`src/rtl/cpu_pkg.sv`:
```
// Shared definitions for the 8-bit single-cycle CPU front end.
// Loader state encodings, instruction width and default fill word.
package cpu_pkg;

    localparam int INS_W = 8;

    localparam logic [INS_W-1:0] DEF_FILL_INS = 8'h00;

    typedef enum logic [1:0] {
        ST_LOAD = 2'b00,
        ST_RUN  = 2'b01,
        ST_DONE = 2'b10
    } state_t;

endpackage

```
`src/rtl/btn_edge.sv`:
```
// Button conditioner: 2-flop synchronizer then rising-edge pulse.
// Ports: clk, rst_n (async low), btn (raw) -> pulse (1 cycle per press).
module btn_edge (
    input  logic clk,
    input  logic rst_n,
    input  logic btn,
    output logic pulse
);

    logic s1;
    logic s2;
    logic prev;
    logic warm;
    logic armed;

    // A button already held across reset must not count as a press:
    // pulses are enabled only after the synchronized input is seen low.
    always_ff @(posedge clk or negedge rst_n) begin
        if (!rst_n) begin
            s1    <= 1'b0;
            s2    <= 1'b0;
            prev  <= 1'b0;
            warm  <= 1'b0;
            armed <= 1'b0;
        end else begin
            s1    <= btn;
            s2    <= s1;
            prev  <= s2;
            warm  <= 1'b1;
            armed <= armed | (warm & ~s1);
        end
    end

    assign pulse = s2 & ~prev & armed;

endmodule

```
`src/rtl/instr_loader.sv`:
```
// Program RAM loaded from switches, served combinationally to the CPU.
// Ports: CLK, RESET(async low), SW, LOAD_BTN, RUN_BTN, PC -> Ins, RUN_EN, LEN, FULL, MODE.
module instr_loader
    import cpu_pkg::*;
#(
    parameter int               AW       = 4,
    parameter logic [INS_W-1:0] FILL_INS = DEF_FILL_INS
) (
    input  logic             CLK,
    input  logic             RESET,
    input  logic [INS_W-1:0] SW,
    input  logic             LOAD_BTN,
    input  logic             RUN_BTN,
    input  logic [INS_W-1:0] PC,
    output logic [INS_W-1:0] Ins,
    output logic             RUN_EN,
    output logic [AW:0]      LEN,
    output logic             FULL,
    output logic [1:0]       MODE
);

    localparam int DEPTH = 2 ** AW;

    logic ld_p;
    logic run_p;

    state_t state;
    state_t state_nx;

    logic [INS_W-1:0] mem [DEPTH];

    logic             wr;
    logic [AW:0]      len_nx;
    logic [INS_W-1:0] len_ext;
    logic             in_range;

    btn_edge u_ld (
        .clk   (CLK),
        .rst_n (RESET),
        .btn   (LOAD_BTN),
        .pulse (ld_p)
    );

    btn_edge u_run (
        .clk   (CLK),
        .rst_n (RESET),
        .btn   (RUN_BTN),
        .pulse (run_p)
    );

    assign wr       = ld_p && (state == ST_LOAD) && !FULL;
    assign len_nx   = LEN + {{AW{1'b0}}, wr};
    assign len_ext  = {{(INS_W - AW - 1){1'b0}}, LEN};
    assign in_range = PC < len_ext;

    always_ff @(posedge CLK) begin
        if (wr) begin
            mem[LEN[AW-1:0]] <= SW;
        end
    end

    always_ff @(posedge CLK or negedge RESET) begin
        if (!RESET) begin
            state <= ST_LOAD;
            LEN   <= '0;
            FULL  <= 1'b0;
        end else begin
            state <= state_nx;
            LEN   <= len_nx;
            FULL  <= (len_nx == (AW + 1)'(DEPTH));
        end
    end

    // run_p takes priority over the end-of-program check in RUN.
    always_comb begin
        state_nx = state;
        unique case (state)
            ST_LOAD: begin
                if (run_p && (len_nx != '0)) begin
                    state_nx = ST_RUN;
                end
            end
            ST_RUN: begin
                if (run_p) begin
                    state_nx = ST_LOAD;
                end else if (!in_range) begin
                    state_nx = ST_DONE;
                end
            end
            ST_DONE: begin
                if (run_p) begin
                    state_nx = ST_LOAD;
                end
            end
            default: state_nx = ST_LOAD;
        endcase
    end

    assign RUN_EN = (state == ST_RUN);
    assign MODE   = state;
    assign Ins    = (RUN_EN && in_range) ? mem[PC[AW-1:0]] : FILL_INS;

endmodule

```
`config.mk`:
```
export PLATFORM = sky130hd
export DESIGN_NAME = instr_loader
export DESIGN_NICKNAME = d
export VERILOG_FILES = /design/src/rtl/cpu_pkg.sv /design/src/rtl/btn_edge.sv /design/src/rtl/instr_loader.sv
export SDC_FILE = /design/constraint.sdc
export NUM_CORES = 1
export LEC_CHECK = 0
export ABC_AREA = 0
export CORE_UTILIZATION = 35
export CTS_CLUSTER_SIZE = 28
export DETAILED_ROUTE_END_ITERATION = 8
export PLACE_DENSITY = 0.57
export SETUP_SLACK_MARGIN = 0.3
export SLEW_MARGIN = 20
export SYNTH_ARGS = -nofsm -noshare
export SYNTH_HDL_FRONTEND = slang
export SYNTH_HIERARCHICAL = 1
export SYNTH_SLANG_ARGS = --single-unit
```
`constraint.sdc`:
```
create_clock -name CLK -period 6.23 [get_ports CLK]
set_input_delay 0.623 -clock CLK [delete_from_list [all_inputs] [get_ports CLK]]
set_output_delay 0.623 -clock CLK [all_outputs]
set_load 0.005 [all_outputs]
```
==> results.sh, run 1 <==
export IMPL_slowest_delay_ns=0.90
export IMPL_final_layout_size_suffix_gt1_share_pct=21.5
export IMPL_yosysWarnings=6
export IMPL_nets=366
export IMPL_max_freq_mhz=232
export IMPL_antenna_found_initial=0
export IMPL_cp_num_buf_inv=2
export IMPL_port_buffers=36
export IMPL_cpMostUsedCell="clkdlybuf4s50_1"
export IMPL_die_w_um=130
export IMPL_die_h_um=130
export IMPL_report_final_hold_viol_count=0
export IMPL_max_cap_violations=0
export IMPL_n_fill_cell=1400
export IMPL_reg2reg_depth=9
export IMPL_path_clk_slew_ns=0.06
export IMPL_ant_nets=0
export IMPL_dieArea_mm2=0.0169
export IMPL_path_cells="clkdlybuf4s50_1 -> ha_1 -> a21oi_1 -> o221ai_2 -> or3b_1 -> nor2_1 -> clkdlybuf4s50_1"
export IMPL_cts_repair_resize_count=0
export IMPL_layout_min_cycle_time_ns=4.31
export IMPL_seq_area_frac_synth_pct=74.9
export IMPL_power_mw=2.34
export IMPL_synth_top_area_cell="edfxtp_1"
export IMPL_route_detailed_drc=0
export IMPL_vias=2838
export IMPL_cp_startpoint="PC[2]"
export IMPL_clockBufferDepth=2
export IMPL_synth_cell_types=34
export IMPL_period_share_pct=69.1
export IMPL_drt_vias_per_instance=4.99
export IMPL_syn_avg_cell_area_um2=19.6
export IMPL_critPathArrivalTime_ns=3.68
export IMPL_grt_first_pass_wirelength_um=17800
export IMPL_r2r_setup_slack_ns=3.98
export IMPL_core_mm2=0.0159
export IMPL_crit_slowest_cell="clkdlybuf4s50_1"
export IMPL_min_path_type="reg2reg"
export IMPL_final_core_utilization_pct=42.9
export IMPL_holdWs_ns=0.372
export IMPL_synthCells=293
export IMPL_path_max_fanout=18
export IMPL_rsz0062_at_grt="false"
export IMPL_row_count=46
export IMPL_placed_cells=537
export IMPL_ys_seq_elements=146
export IMPL_post_cts_buffers=0
export IMPL_finalSetupViolCount=0
export IMPL_setup_slack_ns=1.92
export IMPL_tns_ns=0
export IMPL_p_leak_nw=2.23
export IMPL_avgRoutedWirePerCell_um=20.7
export IMPL_power_per_cell_area_mw_per_mm2=341
export IMPL_cp_required_ns=5.61
export IMPL_dp_slack_ns=1.82
export IMPL_cp_end_kind="output port"
export IMPL_post_dp_hpwl_um=7470
export IMPL_r2r_end="MODE[0]"
export IMPL_endpoint="Ins[6]"
export IMPL_design_area_mm2=0.00685
export IMPL_grtUsageTotal_pct=15.3
export IMPL_cts_tree="yes"
export IMPL_crit_family="buffers and inverters"
export IMPL_path_depth=7
export IMPL_relSlewSlack_pct=33.5
export IMPL_dr_first_iter_drc_count=275
export IMPL_synth_area_top_cells="edfxtp_1 (67%), mux4_2 (12%), dfrtp_1 (7.9%), a22oi_1 (1.8%), ha_1 (1.3%)"
export IMPL_skew_ns=0.00613
export IMPL_io_pins=37
export IMPL_insertedDiodeCount=0
export IMPL_syn_nets=319
export IMPL_gp_congestion=0.711
export IMPL_grt_overflow_total=0
export IMPL_vdd_drop_max_mv=0.207
export IMPL_syn_area_mm2=0.00573
export IMPL_grt_max_degree=20
export IMPL_worstSetupPathType="in2out"
export IMPL_initial_core_util_pct=36.0
export IMPL_cp_start_kind="input pin"
export IMPL_postCtsHoldBufs=0
export IMPL_outcome="finished clean"
export IMPL_cts_buffers=17
export IMPL_cts_sinks=146
export IMPL_min_from="u_ld/s2"
export IMPL_synth_top_area_share_pct=67.1
export IMPL_whs_path_depth=0
export IMPL_clk_latency_ns=0.42
export IMPL_dr_pass1_iters=4
export IMPL_grt_pass1_vias=2988
export IMPL_r2r_start="MODE[0]"
export IMPL_placed_area_mm2=0.00632
export IMPL_h_tree_depth=4
export IMPL_wl_um=11800
export IMPL_final_cells=569
export IMPL_area_growth_pct=19.4
export IMPL_cts_root_buffer="clkbuf_16"
export IMPL_worst_pin_slew_ns=0.994
export IMPL_drv_slew=0
-- cells in the mapped netlist --
cell type	number
a211oi_1	1
a21o_1	2
a21oi_1	3
a21oi_2	8
a22oi_1	14
a31oi_1	1
and2_1	1
buf_2	6
buf_4	1
buf_6	3
clkbuf_1	4
conb_1	2
dfrtp_1	18
edfxtp_1	128
ha_1	6
inv_1	8
mux2i_1	2
mux4_2	31
nand2_1	5
nand2b_4	1
nand3_1	6
nand3b_1	1
nor2_1	20
nor2b_1	6
nor3_1	4
nor4_1	1
o211ai_1	1
o21ai_2	1
o221ai_2	1
or3_1	2
or3b_1	1
or4_1	1
xnor2_1	2
xor2_1	1
-- area by class of cell --
class | instances | area, um^2 | share of cell area [%]
Tap cell | 216 | 270 | 3.95
Clock inverter | 11 | 90.1 | 1.32
Inverter | 8 | 30.0 | 0.439
Timing Repair Buffer | 42 | 400 | 5.85
Multi-Input combinational cell | 125 | 1320 | 19.3
Clock buffer | 21 | 440 | 6.43
Sequential cell | 146 | 4290 | 62.7
-- sequential cells by signal, summed over array words and instances (netlist names) --
register,count
mem,128
LEN,5
MODE,2
FULL,1
u_ld/armed,1
u_ld/prev,1
u_ld/s1,1
u_ld/s2,1
u_ld/warm,1
u_run/armed,1
u_run/prev,1
u_run/s1,1
u_run/s2,1
u_run/warm,1
-- report_power, final --
group / internal, mW / switching, mW
Sequential: 1.12 / 0.0506
Combinational: 0.115 / 0.135
Clock: 0.543 / 0.372
-- worst min-delay path by stage --
stage / endpoint / slack [ns]
after floorplan: FULL / 0.33
after global placement: u_ld/prev / 0.36
after detailed placement: u_ld/prev / 0.36
after CTS: u_run/prev / 0.37
after global routing: u_run/prev / 0.39
final: u_ld/prev / 0.37
-- kinds of logic after synthesis --
family	share of synthesized area, %
buffers and inverters	2.03
other	0.131
multiplexers	12.5
AO/OA/AOI/OAI	4.37
AND/OR/NAND/NOR	4.26
adder cells (fa/ha/maj)	1.31
flip-flops	74.9
XOR/XNOR	0.458
-- per-layer routing --
| metal | global-route usage (%) | wire length, um | up-vias | part of all wire, % |
|---|---|---|---|---|
| li1 | - | - | 1268 | - |
| met1 | 21.5 | 5440 | 1477 | 46 |
| met2 | 23.2 | 5590 | 84 | 48 |
| met3 | 4.10 | 620 | 9 | 5.3 |
| met4 | 5.34 | 106 | 0 | 0.90 |
| met5 | 0 | 0 | - | 0 |
-- worst reg2reg max path, stage by stage, from the launching register on --
cell	delay [ns]
dfrtp_1	0.41
nor2_1	0.17
nand3b_1	0.13
inv_1	0.11
ha_1	0.18
nand3_1	0.10
xnor2_1	0.18
or4_1	0.52
o211ai_1	0.25
o21ai_2	0.08
-- cells in the final DEF (no fill, tap or decap), types with 6 or more instances in the layout --
cell	synthesis	final
inv_1	8	8
edfxtp_1	128	128
clkdlybuf4s50_1	0	35
nor2b_1	6	6
clkbuf_16	0	17
ha_1	6	6
buf_4	1	6
a22oi_1	14	14
nor2_1	20	20
mux4_2	31	31
dfrtp_1	18	18
a21oi_2	8	8
nand3_1	6	6
(Power assumes the default switching activity.)
==> run 2, diff against run 1 <==
==> constraint.sdc (replaced) <==
create_clock -name CLK -period 4.5 [get_ports CLK]
set_input_delay 0.45 -clock CLK [delete_from_list [all_inputs] [get_ports CLK]]
set_output_delay 0.45 -clock CLK [all_outputs]
set_load 0.005 [all_outputs]
==> results.sh, run 2 (synthesis gave the netlist of run 1 again) <==
export IMPL_min_path_type="reg2reg"
export IMPL_core_mm2=0.0159
export IMPL_clockBufferDepth=2
export IMPL_insertedDiodeCount=0
export IMPL_critPathArrivalTime_ns=3.15
export IMPL_finalSetupViolCount=0
export IMPL_cts_buffers=17
export IMPL_avgRoutedWirePerCell_um=20.9
export IMPL_port_buffers=36
export IMPL_post_cts_buffers=0
export IMPL_reg2reg_depth=4
export IMPL_wl_um=11900
export IMPL_report_final_hold_viol_count=0
export IMPL_ant_nets=0
export IMPL_path_clk_slew_ns=0.06
export IMPL_io_pins=37
export IMPL_antenna_found_initial=0
export IMPL_min_from="u_ld/s2"
export IMPL_drt_vias_per_instance=4.93
export IMPL_grt_max_degree=35
export IMPL_area_growth_pct=20.2
export IMPL_skew_ns=0.00781
export IMPL_worstSetupPathType="in2out"
export IMPL_path_max_fanout=10
export IMPL_dr_pass1_iters=4
export IMPL_grt_first_pass_wirelength_um=18400
export IMPL_drv_slew=0
export IMPL_whs_path_depth=0
export IMPL_die_w_um=130
export IMPL_postCtsHoldBufs=0
export IMPL_post_dp_hpwl_um=7490
export IMPL_layout_commonest_cell="edfxtp_1"
export IMPL_cts_sinks=146
export IMPL_cts_repair_resize_count=0
export IMPL_die_h_um=130
export IMPL_h_tree_depth=4
export IMPL_relSlewSlack_pct=32.6
export IMPL_r2r_end="mem[8][2]"
export IMPL_vias=2802
export IMPL_vdd_drop_max_mv=0.389
export IMPL_grt_overflow_total=0
export IMPL_grtUsageTotal_pct=15.9
export IMPL_p_leak_nw=2.25
export IMPL_r2r_start="MODE[0]"
export IMPL_outcome="finished clean"
export IMPL_dp_slack_ns=0.846
export IMPL_setup_slack_ns=0.902
export IMPL_worst_pin_slew_ns=1.01
export IMPL_cts_root_buffer="clkbuf_16"
export IMPL_route_detailed_drc=0
export IMPL_clk_latency_ns=0.41
export IMPL_layout_min_cycle_time_ns=3.60
export IMPL_grt_pass1_vias=3026
export IMPL_cts_tree="yes"
export IMPL_worstHoldEndpoint="u_ld/prev"
export IMPL_final_layout_size_suffix_gt1_share_pct=21.3
export IMPL_row_count=46
export IMPL_gp_congestion=0.708
export IMPL_max_cap_violations=0
export IMPL_period_share_pct=80.0
export IMPL_initial_core_util_pct=36.0
export IMPL_dr_first_iter_drc_count=268
export IMPL_rsz0062_at_grt="false"
export IMPL_cp_end_kind="output port"
export IMPL_cp_required_ns=4.05
export IMPL_tns_ns=0
export IMPL_power_per_cell_area_mw_per_mm2=485
export IMPL_cp_start_kind="input pin"
export IMPL_dieArea_mm2=0.0169
export IMPL_final_cell_mix="edfxtp_1 (128), clkdlybuf4s50_1 (35), mux4_2 (31)"
export IMPL_largest_register_ffs=128
export IMPL_nets=366
export IMPL_r2r_setup_slack_ns=2.20
export IMPL_max_freq_mhz=278
==> run 2: cell count changes in the layout (fill, tap and decap cells not counted), sizes merged <==
cell,change
clkbuf,-2
clkinvlp,-1
inv,+1
clkinv,-1
bufinv,+2
==> run 2: worst max-delay path by stage <==
stage / startpoint / to / slack (ns) / cells after the start
after floorplan: LEN[3] / Ins[6] / 2.29 / 8
after global placement: PC[1] / Ins[6] / 0.87 / 7
after detailed placement: PC[1] / Ins[6] / 0.85 / 7
after CTS: PC[1] / Ins[6] / 0.85 / 7
after global routing: PC[1] / Ins[6] / 0.75 / 7
final: PC[1] / Ins[6] / 0.90 / 7
==> run 2: layout make-up <==
class,instances,area [um^2]
Clock inverter,12,140
Clock buffer,19,433
Fill cell,1416,9050
Sequential cell,146,4290
Inverter,8,30.0
Multi-Input combinational cell,125,1320
Tap cell,216,270
Timing Repair Buffer,42,400
==> run 2: layer usage <==
| metal | track usage [%] | vias up | share of wire, % |
|---|---|---|---|
| met5 | 0 | - | 0 |
| li1 | - | 1269 | - |
| met1 | 21.5 | 1447 | 46 |
| met3 | 5.74 | 4 | 5.9 |
| met2 | 24.3 | 82 | 47 |
| met4 | 4.17 | 0 | 0.43 |
==> run 2: stage by stage <==
stage	cells	hold WS, ns	power, mW	instance area (um^2)	utilization [%]
after floorplan	293	0.154	1.83	5730	-
after global placement	537	0.355	1.99	6320	39.6
after detailed placement	537	0.364	2.00	6320	39.6
after CTS	568	0.378	3.38	6890	43.2
after global routing	568	0.386	3.47	6890	43.2
final	568	0.375	3.34	6890	43.2
==> run 2: critical path, cell delays in order <==
cell and delay (ns):
clkdlybuf4s50_1 0.75, ha_1 0.32, a21oi_2 0.13, o221ai_2 0.11, or3b_1 0.62, nor2_1 0.22
clkdlybuf4s50_1 0.53
==> run 2: power breakdown <==
part,total (mW),switching (mW),leakage [nW],internal [mW]
logic,0.348,0.189,0.609,0.159
registers,1.62,0.0690,1.36,1.55
clock network,1.37,0.509,0.276,0.861
==> run 3, diff against run 2 <==
--- a/config.mk
+++ b/config.mk
@@ -9,7 +9,7 @@
 export CORE_UTILIZATION = 35
 export CTS_CLUSTER_SIZE = 28
 export DETAILED_ROUTE_END_ITERATION = 8
-export PLACE_DENSITY = 0.57
+export PLACE_DENSITY = 0.59
 export SETUP_SLACK_MARGIN = 0.3
 export SLEW_MARGIN = 20
 export SYNTH_ARGS = -nofsm -noshare
==> constraint.sdc (replaced) <==
create_clock -name CLK -period 2.9 [get_ports CLK]
set_input_delay 0.29 -clock CLK [delete_from_list [all_inputs] [get_ports CLK]]
set_output_delay 0.29 -clock CLK [all_outputs]
set_load 0.005 [all_outputs]
==> results.sh, run 3 (synthesis gave the netlist of run 1 again) <==
export IMPL_outcome="finished clean"
export IMPL_r2r_start="MODE[0]"
export IMPL_die_h_um=130
export IMPL_met2_usage_pct=24.7
export IMPL_gp_congestion=0.761
export IMPL_insertedDiodeCount=0
export IMPL_post_dp_hpwl_um=7420
export IMPL_path_clk_slew_ns=0.06
export IMPL_report_final_hold_viol_count=0
export IMPL_nets=392
export IMPL_die_w_um=130
export IMPL_final_layout_size_suffix_gt1_share_pct=31.7
export IMPL_grt_first_pass_wirelength_um=18100
export IMPL_use_met3_pct=4.39
export IMPL_grt_max_degree=35
export IMPL_max_freq_mhz=394
export IMPL_placed_area_mm2=0.00648
export IMPL_ant_nets=0
export IMPL_cp_end_kind="output port"
export IMPL_crit_slowest_cell="dfrtp_1"
export IMPL_setup_slack_ns=0.360
export IMPL_seq_power_share_pct=46.3
export IMPL_grtUsageTotal_pct=15.5
export IMPL_max_cap_violations=0
export IMPL_relSlewSlack_pct=46.7
export IMPL_cts_tree="yes"
export IMPL_initial_core_util_pct=36.0
export IMPL_grt_pass1_vias=3095
export IMPL_vdd_drop_max_mv=0.468
export IMPL_skew_ns=0.0143
export IMPL_design_area_mm2=0.00718
export IMPL_critPathArrivalTime_ns=2.25
export IMPL_dieArea_mm2=0.0169
export IMPL_layout_min_cycle_time_ns=2.54
export IMPL_grtUsageMet1_pct=20.4
export IMPL_port_buffers=36
export IMPL_p_clk_share_pct=40.5
export IMPL_switching_share_pct=23.5
export IMPL_avgRoutedWirePerCell_um=19.7
export IMPL_clk_latency_ns=0.42
export IMPL_h_tree_depth=4
export IMPL_cp_required_ns=2.61
export IMPL_clockBufferDepth=2
export IMPL_slowest_delay_ns=0.39
export IMPL_wl_um=11700
export IMPL_final_cell_mix="edfxtp_1 (128), mux4_2 (31), buf_4 (27)"
export IMPL_worstSetupPathType="reg2out"
export IMPL_postCtsHoldBufs=0
export IMPL_core_mm2=0.0159
export IMPL_io_pins=37
export IMPL_path_max_fanout=8
export IMPL_antenna_found_initial=0
export IMPL_dr_pass1_iters=5
export IMPL_worst_pin_slew_ns=0.796
export IMPL_cts_sinks=146
export IMPL_dp_slack_ns=-0.0127
export IMPL_largest_register_ffs=128
export IMPL_drv_slew=0
export IMPL_rsz0062_at_grt="true"
export IMPL_cts_buffers=17
export IMPL_route_detailed_drc=0
export IMPL_top_usage_layer="met2"
export IMPL_layout_commonest_cell="edfxtp_1"
export IMPL_path_cells="inv_2 -> ha_4 -> a21oi_2 -> o221ai_2 -> or3b_1 -> buf_6 -> buf_6 -> a21oi_2 -> buf_2"
export IMPL_cp_start_kind="flip-flop"
export IMPL_period_share_pct=87.6
export IMPL_row_count=46
export IMPL_dr_first_iter_drc_count=177
export IMPL_p_int_mw=4.09
export IMPL_power_switching_mw=1.25
export IMPL_p_comb_share_pct=13.2
export IMPL_area_growth_pct=25.2
export IMPL_vias=2897
export IMPL_power_per_cell_area_mw_per_mm2=744
export IMPL_finalSetupViolCount=0
export IMPL_drt_vias_per_instance=4.87
export IMPL_cts_root_buffer="clkbuf_16"
export IMPL_min_from="RUN_BTN"
export IMPL_grt_overflow_total=0
export IMPL_cp_startpoint="LEN[3]"
export IMPL_p_leak_nw=2.44
export IMPL_min_path_type="in2reg"
run 3: layer usage:
metal | share of wire [%] | wire length, um
met2 | 50 | 5840
met1 | 44 | 5170
met3 | 5.5 | 649
met5 | 0 | 0
met4 | 0.45 | 53
run 3: worst paths after layout:
| kind | endpoint | slack, ns | depth (start not counted) |
|---|---|---|---|
| max | Ins[5] | 0.36 | 9 |
| min | u_run/s1 | 0.31 | 1 |
| max reg2reg | MODE[0] | 0.67 | 8 |
| min reg2reg | u_run/s2 | 0.38 | 0 |
| max in group asynchronous | LEN[0] | 2.06 | 1 |
| min in group asynchronous | MODE[0] | 0.34 | 1 |
run 3: final cells by class:
| type | count | area, um^2 |
|---|---|---|
| multi-input combinational | 125 | 1380 |
| inverter | 8 | 30.0 |
| tap | 216 | 270 |
| clock inverter | 15 | 165 |
| clock buffer | 17 | 425 |
| timing repair buffer | 68 | 611 |
| fill | 1383 | 8770 |
| sequential | 146 | 4290 |
run 3: stage by stage:
step / total power, mW / hold slack, ns / utilization (%) / setup TNS (ns) / std cells
6_report: 5.34 / 0.314 / 45.0 / 0 / 595
3_5_place_dp: 3.14 / 0.364 / 40.7 / -0.0242 / 556
2_1_floorplan: 2.85 / -0.00559 / - / 0 / 293
5_1_grt: 5.55 / 0.306 / 45.0 / 0 / 595
3_3_place_gp: 3.13 / 0.356 / 40.7 / 0 / 556
4_1_cts: 5.34 / 0.297 / 44.6 / 0 / 592
run 3: power by group through the flow:
stage / registers [mW] / logic, mW / clock network, mW
after detailed placement: 2.52 / 0.623 / 0
after global placement: 2.51 / 0.621 / 0
final: 2.47 / 0.705 / 2.16
after CTS: 2.47 / 0.662 / 2.21
after global routing: 2.48 / 0.772 / 2.30
after floorplan: 2.51 / 0.340 / 0
run 3: critical path: cells and delay by family, from the launching register on:
family | cells | cell delay [ns]
simple gates | 1 | 0.38
buf+inv | 4 | 0.49
compound gates | 3 | 0.38
fa+ha+maj | 1 | 0.20
flops | 1 | 0.39
run 3: what timing repair did:
action / 4_1_cts / 5_1_grt
gates resized for setup: 34 / 7
endpoints found under the setup margin: 8 / 6
pin swaps: 4 / 5
setup buffers: 4 / 3
cloned: 0 / 0
